## src/rtl/pool_pkg.sv

```systemverilog
// Shared types and constants for the pooled-pixel word packer.
package pool_pkg;
  localparam int PIX_W  = 8;
  localparam int LANES  = 4;
  localparam int WORD_W = 32;
  localparam int CNT_W  = 3;

  typedef enum logic [1:0] {IDLE, FILL, FULL, FLUSH} pack_state_e;

  typedef struct packed {
    logic [WORD_W-1:0] data;
    logic [LANES-1:0]  keep;
    logic              last;
  } word_t;

  localparam int ENTRY_W = $bits(word_t);

  // Thermometer mask with the low n lanes set.
  function automatic logic [LANES-1:0] keep_mask(input logic [CNT_W-1:0] n);
    logic [LANES:0] m;
    m = ((LANES+1)'(1) << n) - (LANES+1)'(1);
    return m[LANES-1:0];
  endfunction
endpackage

```

## src/rtl/sync_fifo.sv

```systemverilog
// Single-clock word FIFO; reports a dropped push when full without a same-cycle pop.
module sync_fifo #(
  parameter int WIDTH = 37,
  parameter int DEPTH = 4
) (
  input  logic             clk,
  input  logic             rst,
  input  logic             i_push,
  input  logic [WIDTH-1:0] i_wdata,
  input  logic             i_pop,
  output logic [WIDTH-1:0] o_rdata,
  output logic             o_full,
  output logic             o_empty,
  output logic             o_drop
);
  localparam int AW = $clog2(DEPTH);

  logic [WIDTH-1:0] r_mem [DEPTH];
  logic [AW-1:0]    r_wptr, r_rptr;
  logic [AW:0]      r_count;
  logic             w_pop, w_push;

  assign o_full  = (r_count == (AW+1)'(DEPTH));
  assign o_empty = (r_count == '0);
  assign w_pop   = i_pop & ~o_empty;
  // A pop frees the slot the push lands in, so full+pop+push still writes.
  assign w_push  = i_push & (~o_full | w_pop);
  assign o_drop  = i_push & ~w_push;
  assign o_rdata = o_empty ? '0 : r_mem[r_rptr];

  always_ff @(posedge clk or posedge rst) begin
    if (rst) begin
      r_wptr  <= '0;
      r_rptr  <= '0;
      r_count <= '0;
    end else begin
      if (w_push) r_wptr <= r_wptr + AW'(1);
      if (w_pop)  r_rptr <= r_rptr + AW'(1);
      case ({w_push, w_pop})
        2'b10:   r_count <= r_count + (AW+1)'(1);
        2'b01:   r_count <= r_count - (AW+1)'(1);
        default: r_count <= r_count;
      endcase
    end
  end

  always_ff @(posedge clk) begin
    if (w_push) r_mem[r_wptr] <= i_wdata;
  end
endmodule

```

## src/rtl/pool_packer.sv

```systemverilog
// Packs pooled 8-bit pixels into 32-bit words (lane 0 = earliest) with keep/last framing.
module pool_packer
  import pool_pkg::*;
#(
  parameter int FIFO_DEPTH = 4
) (
  input  logic        clk,
  input  logic        master_rst,
  input  logic        ce,
  input  logic [7:0]  data_in,
  input  logic        valid_in,
  input  logic        end_in,
  output logic [31:0] word_out,
  output logic [3:0]  word_keep,
  output logic        word_last,
  output logic        word_valid,
  input  logic        word_ready,
  output logic        overflow
);
  pack_state_e       r_state, w_nxt_state;
  logic [CNT_W-1:0]  r_cnt, w_nxt_cnt;
  logic [WORD_W-1:0] r_pack, w_nxt_pack, w_ins, w_byte0;
  logic              r_overflow;
  logic              w_acc, w_end, w_push, w_full, w_empty, w_drop;
  word_t             w_push_word, w_head;

  assign w_acc   = ce & valid_in;
  assign w_end   = ce & end_in;
  assign w_byte0 = {{(WORD_W-PIX_W){1'b0}}, data_in};

  always_comb begin
    w_ins = r_pack;
    w_ins[r_cnt[1:0]*PIX_W +: PIX_W] = data_in;
  end

  always_comb begin
    w_nxt_state = r_state;
    w_nxt_cnt   = r_cnt;
    w_nxt_pack  = r_pack;
    w_push      = 1'b0;
    w_push_word = '0;
    case (r_state)
      IDLE: begin
        if (w_acc && w_end) begin
          w_push      = 1'b1;
          w_push_word = '{data: w_byte0, keep: 4'b0001, last: 1'b1};
        end else if (w_acc) begin
          w_nxt_pack  = w_byte0;
          w_nxt_cnt   = CNT_W'(1);
          w_nxt_state = FILL;
        end
      end
      FILL: begin
        if (w_acc && w_end) begin
          w_push      = 1'b1;
          w_push_word = '{data: w_ins, keep: keep_mask(r_cnt + CNT_W'(1)), last: 1'b1};
          w_nxt_pack  = '0;
          w_nxt_cnt   = '0;
          w_nxt_state = IDLE;
        end else if (w_acc) begin
          w_nxt_pack  = w_ins;
          w_nxt_cnt   = r_cnt + CNT_W'(1);
          w_nxt_state = (r_cnt == CNT_W'(LANES-1)) ? FULL : FILL;
        end else if (w_end) begin
          w_push      = 1'b1;
          w_push_word = '{data: r_pack, keep: keep_mask(r_cnt), last: 1'b1};
          w_nxt_pack  = '0;
          w_nxt_cnt   = '0;
          w_nxt_state = IDLE;
        end
      end
      FULL: begin
        // The full word is held until we know whether it closes the frame.
        if (w_acc) begin
          w_push      = 1'b1;
          w_push_word = '{data: r_pack, keep: 4'b1111, last: 1'b0};
          w_nxt_pack  = w_byte0;
          w_nxt_cnt   = CNT_W'(1);
          w_nxt_state = w_end ? FLUSH : FILL;
        end else if (w_end) begin
          w_push      = 1'b1;
          w_push_word = '{data: r_pack, keep: 4'b1111, last: 1'b1};
          w_nxt_pack  = '0;
          w_nxt_cnt   = '0;
          w_nxt_state = IDLE;
        end
      end
      FLUSH: begin
        w_push      = 1'b1;
        w_push_word = '{data: r_pack, keep: 4'b0001, last: 1'b1};
        if (w_acc) begin
          // Byte starts the next frame; a same-cycle end makes it a one-byte frame.
          w_nxt_pack  = w_byte0;
          w_nxt_cnt   = CNT_W'(1);
          w_nxt_state = w_end ? FLUSH : FILL;
        end else begin
          w_nxt_pack  = '0;
          w_nxt_cnt   = '0;
          w_nxt_state = IDLE;
        end
      end
      default: begin
        w_nxt_pack  = '0;
        w_nxt_cnt   = '0;
        w_nxt_state = IDLE;
      end
    endcase
  end

  always_ff @(posedge clk or posedge master_rst) begin
    if (master_rst) begin
      r_state    <= IDLE;
      r_cnt      <= '0;
      r_pack     <= '0;
      r_overflow <= 1'b0;
    end else begin
      r_state <= w_nxt_state;
      r_cnt   <= w_nxt_cnt;
      r_pack  <= w_nxt_pack;
      if (w_drop) r_overflow <= 1'b1;
    end
  end

  sync_fifo #(
    .WIDTH (ENTRY_W),
    .DEPTH (FIFO_DEPTH)
  ) u_fifo (
    .clk     (clk),
    .rst     (master_rst),
    .i_push  (w_push),
    .i_wdata (w_push_word),
    .i_pop   (word_ready),
    .o_rdata (w_head),
    .o_full  (w_full),
    .o_empty (w_empty),
    .o_drop  (w_drop)
  );

  assign word_valid = ~w_empty;
  assign word_out   = w_head.data;
  assign word_keep  = w_head.keep;
  assign word_last  = w_head.last;
  assign overflow   = r_overflow;

  logic w_unused;
  assign w_unused = w_full;
endmodule

```

## config.mk

```make
export PLATFORM = sky130hd
export DESIGN_NAME = pool_packer
export DESIGN_NICKNAME = d
export VERILOG_FILES = /design/src/rtl/pool_pkg.sv /design/src/rtl/sync_fifo.sv /design/src/rtl/pool_packer.sv
export SDC_FILE = /design/constraint.sdc
export NUM_CORES = 1
export LEC_CHECK = 0
export BUFFER_PORTS_ARGS = -buffer_cell sky130_fd_sc_hd__buf_4
export CAP_MARGIN = 20
export CORE_MARGIN = 2
export CORE_UTILIZATION = 59
export CTS_CLUSTER_SIZE = 24
export DETAILED_ROUTE_END_ITERATION = 7
export PLACE_DENSITY = 0.79
export SYNTH_ARGS = -nofsm -noshare
export SYNTH_HDL_FRONTEND = slang
export SYNTH_HIERARCHICAL = 1
export SYNTH_SLANG_ARGS = --single-unit
export TNS_END_PERCENT = 10
```

## constraint.sdc

```tcl
create_clock -name clk -period 8.48 [get_ports clk]
set_clock_uncertainty 0.2 [all_clocks]
set_input_delay 0.848 -clock clk [delete_from_list [all_inputs] [get_ports clk]]
set_output_delay 0.848 -clock clk [all_outputs]
set_load 0.01 [all_outputs]
```

After elaboration in Yosys (flattened, before gate mapping)

Memory sizes are Yosys's and may differ from the RTL's.
Index checks and enable logic that the tools add are counted.

Bits in registers: 45
Bits in writable memories: 148
Input bits: 14
Output and inout port bits: 39
Logic and storage cells: 87
Memories kept: 1

$add $sub $neg: 8
Equal/unequal tests: 9
Shifts and indexed selects: 4
Mux-type cells: 44
Bitwise gates (word level): 9
Reduce and logical (&&, ||, !) cells: 5

Memories:

| memory       | depth | width | read ports | clocked after memory_dff | write ports | line            | source |
|---|---|---|---|---|---|---|---|
| u_fifo.r_mem | 4     | 37    | 1          | 0                        | 1           | sync_fifo.sv:18 | `logic [WIDTH-1:0] r_mem [DEPTH];` |

Operator list:

| operator                                                                | number |
|---|---|
| 37-bit 2-to-1 mux                                                       | 6 |
| 32-bit 2-to-1 mux                                                       | 6 |
| 37-bit one-hot mux with 4 select lines                                  | 1 |
| 32-bit one-hot mux with 4 select lines                                  | 1 |
| 5-bit negator with 34-bit output                                        | 1 |
| 8-bit by 34-bit variable shift with 32-bit output, first input constant | 1 |
| 8-bit by 34-bit indexed part select with 32-bit output                  | 1 |
| 32-bit bitwise mux                                                      | 1 |
| 2-bit 2-to-1 mux                                                        | 9 |
| 3-bit 2-to-1 mux                                                        | 6 |
| 13-bit 2-to-1 mux                                                       | 1 |
| 3-bit one-hot mux with 4 select lines                                   | 1 |
| 1-bit 2-to-1 mux                                                        | 8 |
| 8-bit 2-to-1 mux                                                        | 1 |
| 2-bit one-hot mux with 4 select lines                                   | 1 |
| 1-bit by 3-bit << shifter with 4-bit output, first input constant       | 2 |
| 4-bit by 2-bit subtractor with 4-bit output, second input constant      | 2 |
| 3-bit by 1-bit adder with 3-bit output, second input constant           | 2 |
| 2-bit equality test, second input constant                              | 3 |
| 3-bit one-hot mux with 2 select lines                                   | 1 |
| 1-bit AND                                                               | 5 |
| 2-bit by 1-bit adder with 2-bit output, second input constant           | 2 |
| 2-bit by 1-bit equality test with 1-bit output, second input constant   | 2 |
| 2-bit inequality test, second input constant                            | 2 |
| 11 further kinds                                                        | 13 |

Longest topological paths before layout

Word-level depth: 8
Gate-level depth with buffers: 13
Gate-level depth less buffers: 11

Hierarchy

Netlist, hierarchy kept.

By module, submodules not included:

| module      | instances | cells an instance | area each (um^2) | seq. area each (um^2) |
|---|---|---|---|---|
| sync_fifo   | 1         | 275               | 6,029.5          | 4,619.4 |
| pool_packer | 1         | 314               | 2,875.3          | 950.9 |

Least setup slack after synthesis

No wires, ideal clock.

Kind: input -> register
Start: in valid_in
End: reg u_fifo.r_count[2]
Library setup time: 79 ps
Arrival time: 3,033 ps
Required time: 8,201 ps
Path slack: 5,168 ps
Stages on the path: 13
Path buffers: 2
Cell sequence: buf_4 o21a_1 o21a_1 clkbuf_1 or3_1 o21a_4 inv_1 ha_1 inv_1 fa_1 xor2_1 nor2_1 xor2_1

Cells in the longest elaborated chain, start to end: 7
Elaborated cells on any way between the ends: 12
Those cells by class: 2 x eq/ne; 6 x mux; 2 x bitwise; 2 x reduce/logical

RTL lines:

| what                                                                                  | line                                                    | source |
|---|---|---|
| from (decl)                                                                           | pool_packer.sv:11                                       | `input logic valid_in,` |
| 1-bit AND *                                                                           | pool_packer.sv:27                                       | `assign w_acc = ce & valid_in;` |
| 1-bit 2-to-1 mux or 1-bit logical AND (tied branches)                                 | pool_packer.sv:60, pool_packer.sv:44, pool_packer.sv:54 |  |
| 1-bit 2-to-1 mux, on equally long branches                                            | pool_packer.sv:54, pool_packer.sv:44                    |  |
| 1-bit one-hot mux with 4 select lines *                                               | pool_packer.sv:42                                       | `case (r_state)` |
| net w_push                                                                            | pool_packer.sv:24                                       | `logic w_acc, w_end, w_push, w_full, w_empty, w_drop;` |
| 1-bit AND *                                                                           | sync_fifo.sv:27                                         | `assign w_push = i_push & (~o_full \| w_pop);` |
| 2-bit by 1-bit equality test with 1-bit output or 2-bit equality test (tied branches) | sync_fifo.sv:39                                         | `case ({w_push, w_pop})` |
| 3-bit one-hot mux with 2 select lines or 2-bit nonzero test (tied branches)           | -                                                       |  |
| to (signal assigned)                                                                  | sync_fifo.sv:40                                         | `2'b10: r_count <= r_count + (AW+1)'(1);` |
| to (signal assigned)                                                                  | sync_fifo.sv:41                                         | `2'b01: r_count <= r_count - (AW+1)'(1);` |
| to (signal assigned)                                                                  | sync_fifo.sv:42                                         | `default: r_count <= r_count;` |
| to (decl)                                                                             | sync_fifo.sv:20                                         | `logic [AW:0] r_count;` |

Mark *: on every way through the listed nets, which the timed path passes. The rest lies on a longest branch.
A chain may end at the register's enable or synchronous reset.

Worst setup path after layout

Start: reg r_state[0]
End: mem u_fifo.r_mem[1][4], enable pin

Cells in the longest elaborated chain, start to end: 5
Elaborated cells on any way between the ends: 8
Those cells by class: 3 x eq/ne; 3 x mux; 1 x bitwise; 1 x reduce/logical

RTL lines:

| what                                        | line               | source |
|---|---|---|
| from (decl)                                 | pool_packer.sv:20  | `pack_state_e r_state, w_nxt_state;` |
| from (signal assigned)                      | pool_packer.sv:117 | `r_state <= w_nxt_state;` |
| 2-bit equality test (tied with other cells) | pool_packer.sv:42  |  |
| 1-bit one-hot mux with 4 select lines *     | pool_packer.sv:42  |  |
| net w_push                                  | pool_packer.sv:24  |  |
| 1-bit AND *                                 | sync_fifo.sv:27    |  |
| 1-bit 2-to-1 mux *                          | sync_fifo.sv:48    | `if (w_push) r_mem[r_wptr] <= i_wdata;` |
| 1-bit 2-to-1 mux (not written as such) *    | sync_fifo.sv:48    |  |
| to (decl)                                   | sync_fifo.sv:18    |  |

Marked as above.

==> flow_metrics.env <==
export IMPL_syn_instance_count=588
export IMPL_drt_pass1_iter_count=5
export IMPL_hpwl_um=12360
export IMPL_cp_max_fo=32
export IMPL_sw_frac_of_total_pct=31.17
export IMPL_clockRootBuffer="clkbuf_16"
export IMPL_dpl_cell_count=791
export IMPL_drc_errors=0
export IMPL_routabilityCongestion=0.9198
export IMPL_path_class="flop to flop"
export IMPL_comb_power_share_pct=33.3
export IMPL_wl_um=19180
export IMPL_max_slew_margin_rel_pct=27.26
export IMPL_port_buffers=52
export IMPL_syn_num_nets=616
export IMPL_r2r_cells=6
export IMPL_arrival_ps=3760
export IMPL_grt_usage_pct=24.92
export IMPL_layout_min_cycle_time_ps=3883
export IMPL_leakage_nw=3.741
export IMPL_htreeDepth=4
export IMPL_max_cap_viol_count=0
export IMPL_clockBufferDepth=2
export IMPL_rows=44
export IMPL_vias=5345
export IMPL_grt_overflow_total=0
export IMPL_peakVddDrop_v=0.0001373
export IMPL_numCtsBuffers=17
export IMPL_cts_sinks=193
export IMPL_coreArea_um2=14640
export IMPL_drt_initial_drc_count=536
export IMPL_post_cts_resized=0
export IMPL_io_pins=53
export IMPL_hold_buffers=0
export IMPL_status="finished, final reports clean"
export IMPL_syn_cell_area_um2=8901
export IMPL_yosys_warnings=6
export IMPL_cp_required_ps=8360
export IMPL_final_core_util_pct=67.88
export IMPL_final_layout_size_suffix_gt1_share_pct=23.44
export IMPL_antennaDiodeCount=0
export IMPL_critPathCaptureType="flop"
export IMPL_antenna_found_initial=0
export IMPL_startpoint_type="flop"
export IMPL_grt_pass1_vias=5321
export IMPL_hold_class="input port to async pin"
export IMPL_setup_viol=0
export IMPL_fp_dieW_um=126.8
export IMPL_path_clk_slew_ps=70
export IMPL_fp_dieH_um=126.8
export IMPL_slew_viol_final=0
export IMPL_dieArea_um2=16080
export IMPL_p_int_mw=1.975
export IMPL_ant_nets=0
export IMPL_tightest_slew_ps=1087
export IMPL_final_cells=824
export IMPL_cts_setup_buffers=0
export IMPL_wl_per_cell_um=23.27
export IMPL_nNetsFinal=655
export IMPL_fmax_mhz=257.5
export IMPL_rsz0062_at_grt="no"
export IMPL_cellPowerDensity_nw_per_um2=288.7
export IMPL_p_sw_uw=894.5
export IMPL_post_route_period_util_pct=45.79
export IMPL_p_seq_share_pct=40.4
export IMPL_grt_start_max_net_pins=41
export IMPL_cts_tree="done"
export IMPL_syn_to_final_growth_pct=11.68
export IMPL_start_util_pct=60.78
export IMPL_hold_viol_final=0
export IMPL_tns_ps=0
export IMPL_grt_pass1_wl_um=29850
export IMPL_pwr_share_clk_pct=26.3
export IMPL_routed_via_density=6.487
export IMPL_avgSynthCellArea_um2=15.14
export IMPL_clk_insertion_delay_late_ps=440
## metrics by stage
stage	hold slack (ps)	power (mW)	setup WS, ps	instance area [um^2]
global placement	262.7	2.101	4811	9350
CTS	150.9	2.873	4680	9913
floorplan	247.5	1.820	5168	8901
finish	157.1	2.869	4597	9941
global route	178.3	2.999	4396	9941
detailed placement	285.7	2.124	4695	9350
## power by group through the flow
stage          Sequential (mW)  Clock, mW  Combinational [mW]
6_report                  1.16      0.755               0.956
5_1_grt                   1.17      0.796                1.04
4_1_cts                   1.16      0.763               0.953
3_5_place_dp              1.18          0               0.948
3_3_place_gp              1.17          0               0.930
2_1_floorplan             1.16          0               0.661
## worst paths after layout
kind	start	slack, ps	end
hold / removal	master_rst	160	u_fifo/r_rptr[1]
hold reg to reg	u_fifo/r_count[2]	300	u_fifo/r_count[2]
setup reg to reg	r_state[0]	4600	u_fifo/r_mem[1][4]
setup / recovery	r_state[0]	4600	u_fifo/r_mem[1][4]
max in group asynchronous	master_rst	7360	r_state[0]
min in group clk	u_fifo/r_count[2]	300	u_fifo/r_count[2]
## layer usage
metal	part of all wire [%]	vias up	GRT usage (%)	routed length (um)
met5	0	-	0	0
met4	3.4	0	10.15	650
met3	5.6	49	4.091	1067
met2	48	213	38.49	9130
met1	43	2703	36.02	8327
li1	-	2380	-	-
## worst max-delay path: stages, from the launching register on
cell,delay (ps)
dfrtp_1,610
nor2_1,930
and3_1,530
or3_1,230
o21a_4,190
and2_1,290
buf_4,500
## layout by cell type (no fill, tap or decap), types with 6 or more instances in the layout
master,n
inv_1,15
a21o_1,6
a21oi_1,13
dfrtp_1,44
a22o_1,54
a221oi_1,9
and2_1,43
and3_1,9
nand3_1,6
clkbuf_16,17
buf_4,59
ha_1,13
o21bai_1,17
edfxtp_1,148
o21ai_0,24
a221o_1,8
nand2_1,22
mux4_2,37
nor2_1,12
## sequential cells by signal (all words and copies together) (netlist names)
register / flops
overflow: 1
u_fifo/r_mem: 148
r_cnt: 3
u_fifo/r_rptr: 2
r_state: 2
r_pack: 32
u_fifo/r_count: 3
u_fifo/r_wptr: 2
## final cells by class
cell class	instances	area (um^2)
clock buffer	18	439.2
timing repair buffer	60	470.5
multi-input combinational	340	3049
sequential	193	5572
fill	1000	4703
inverter	15	56.30
clock inverter	14	123.9
tap	184	230.2
No activity file was read; power rests on OpenSTA's default activity.
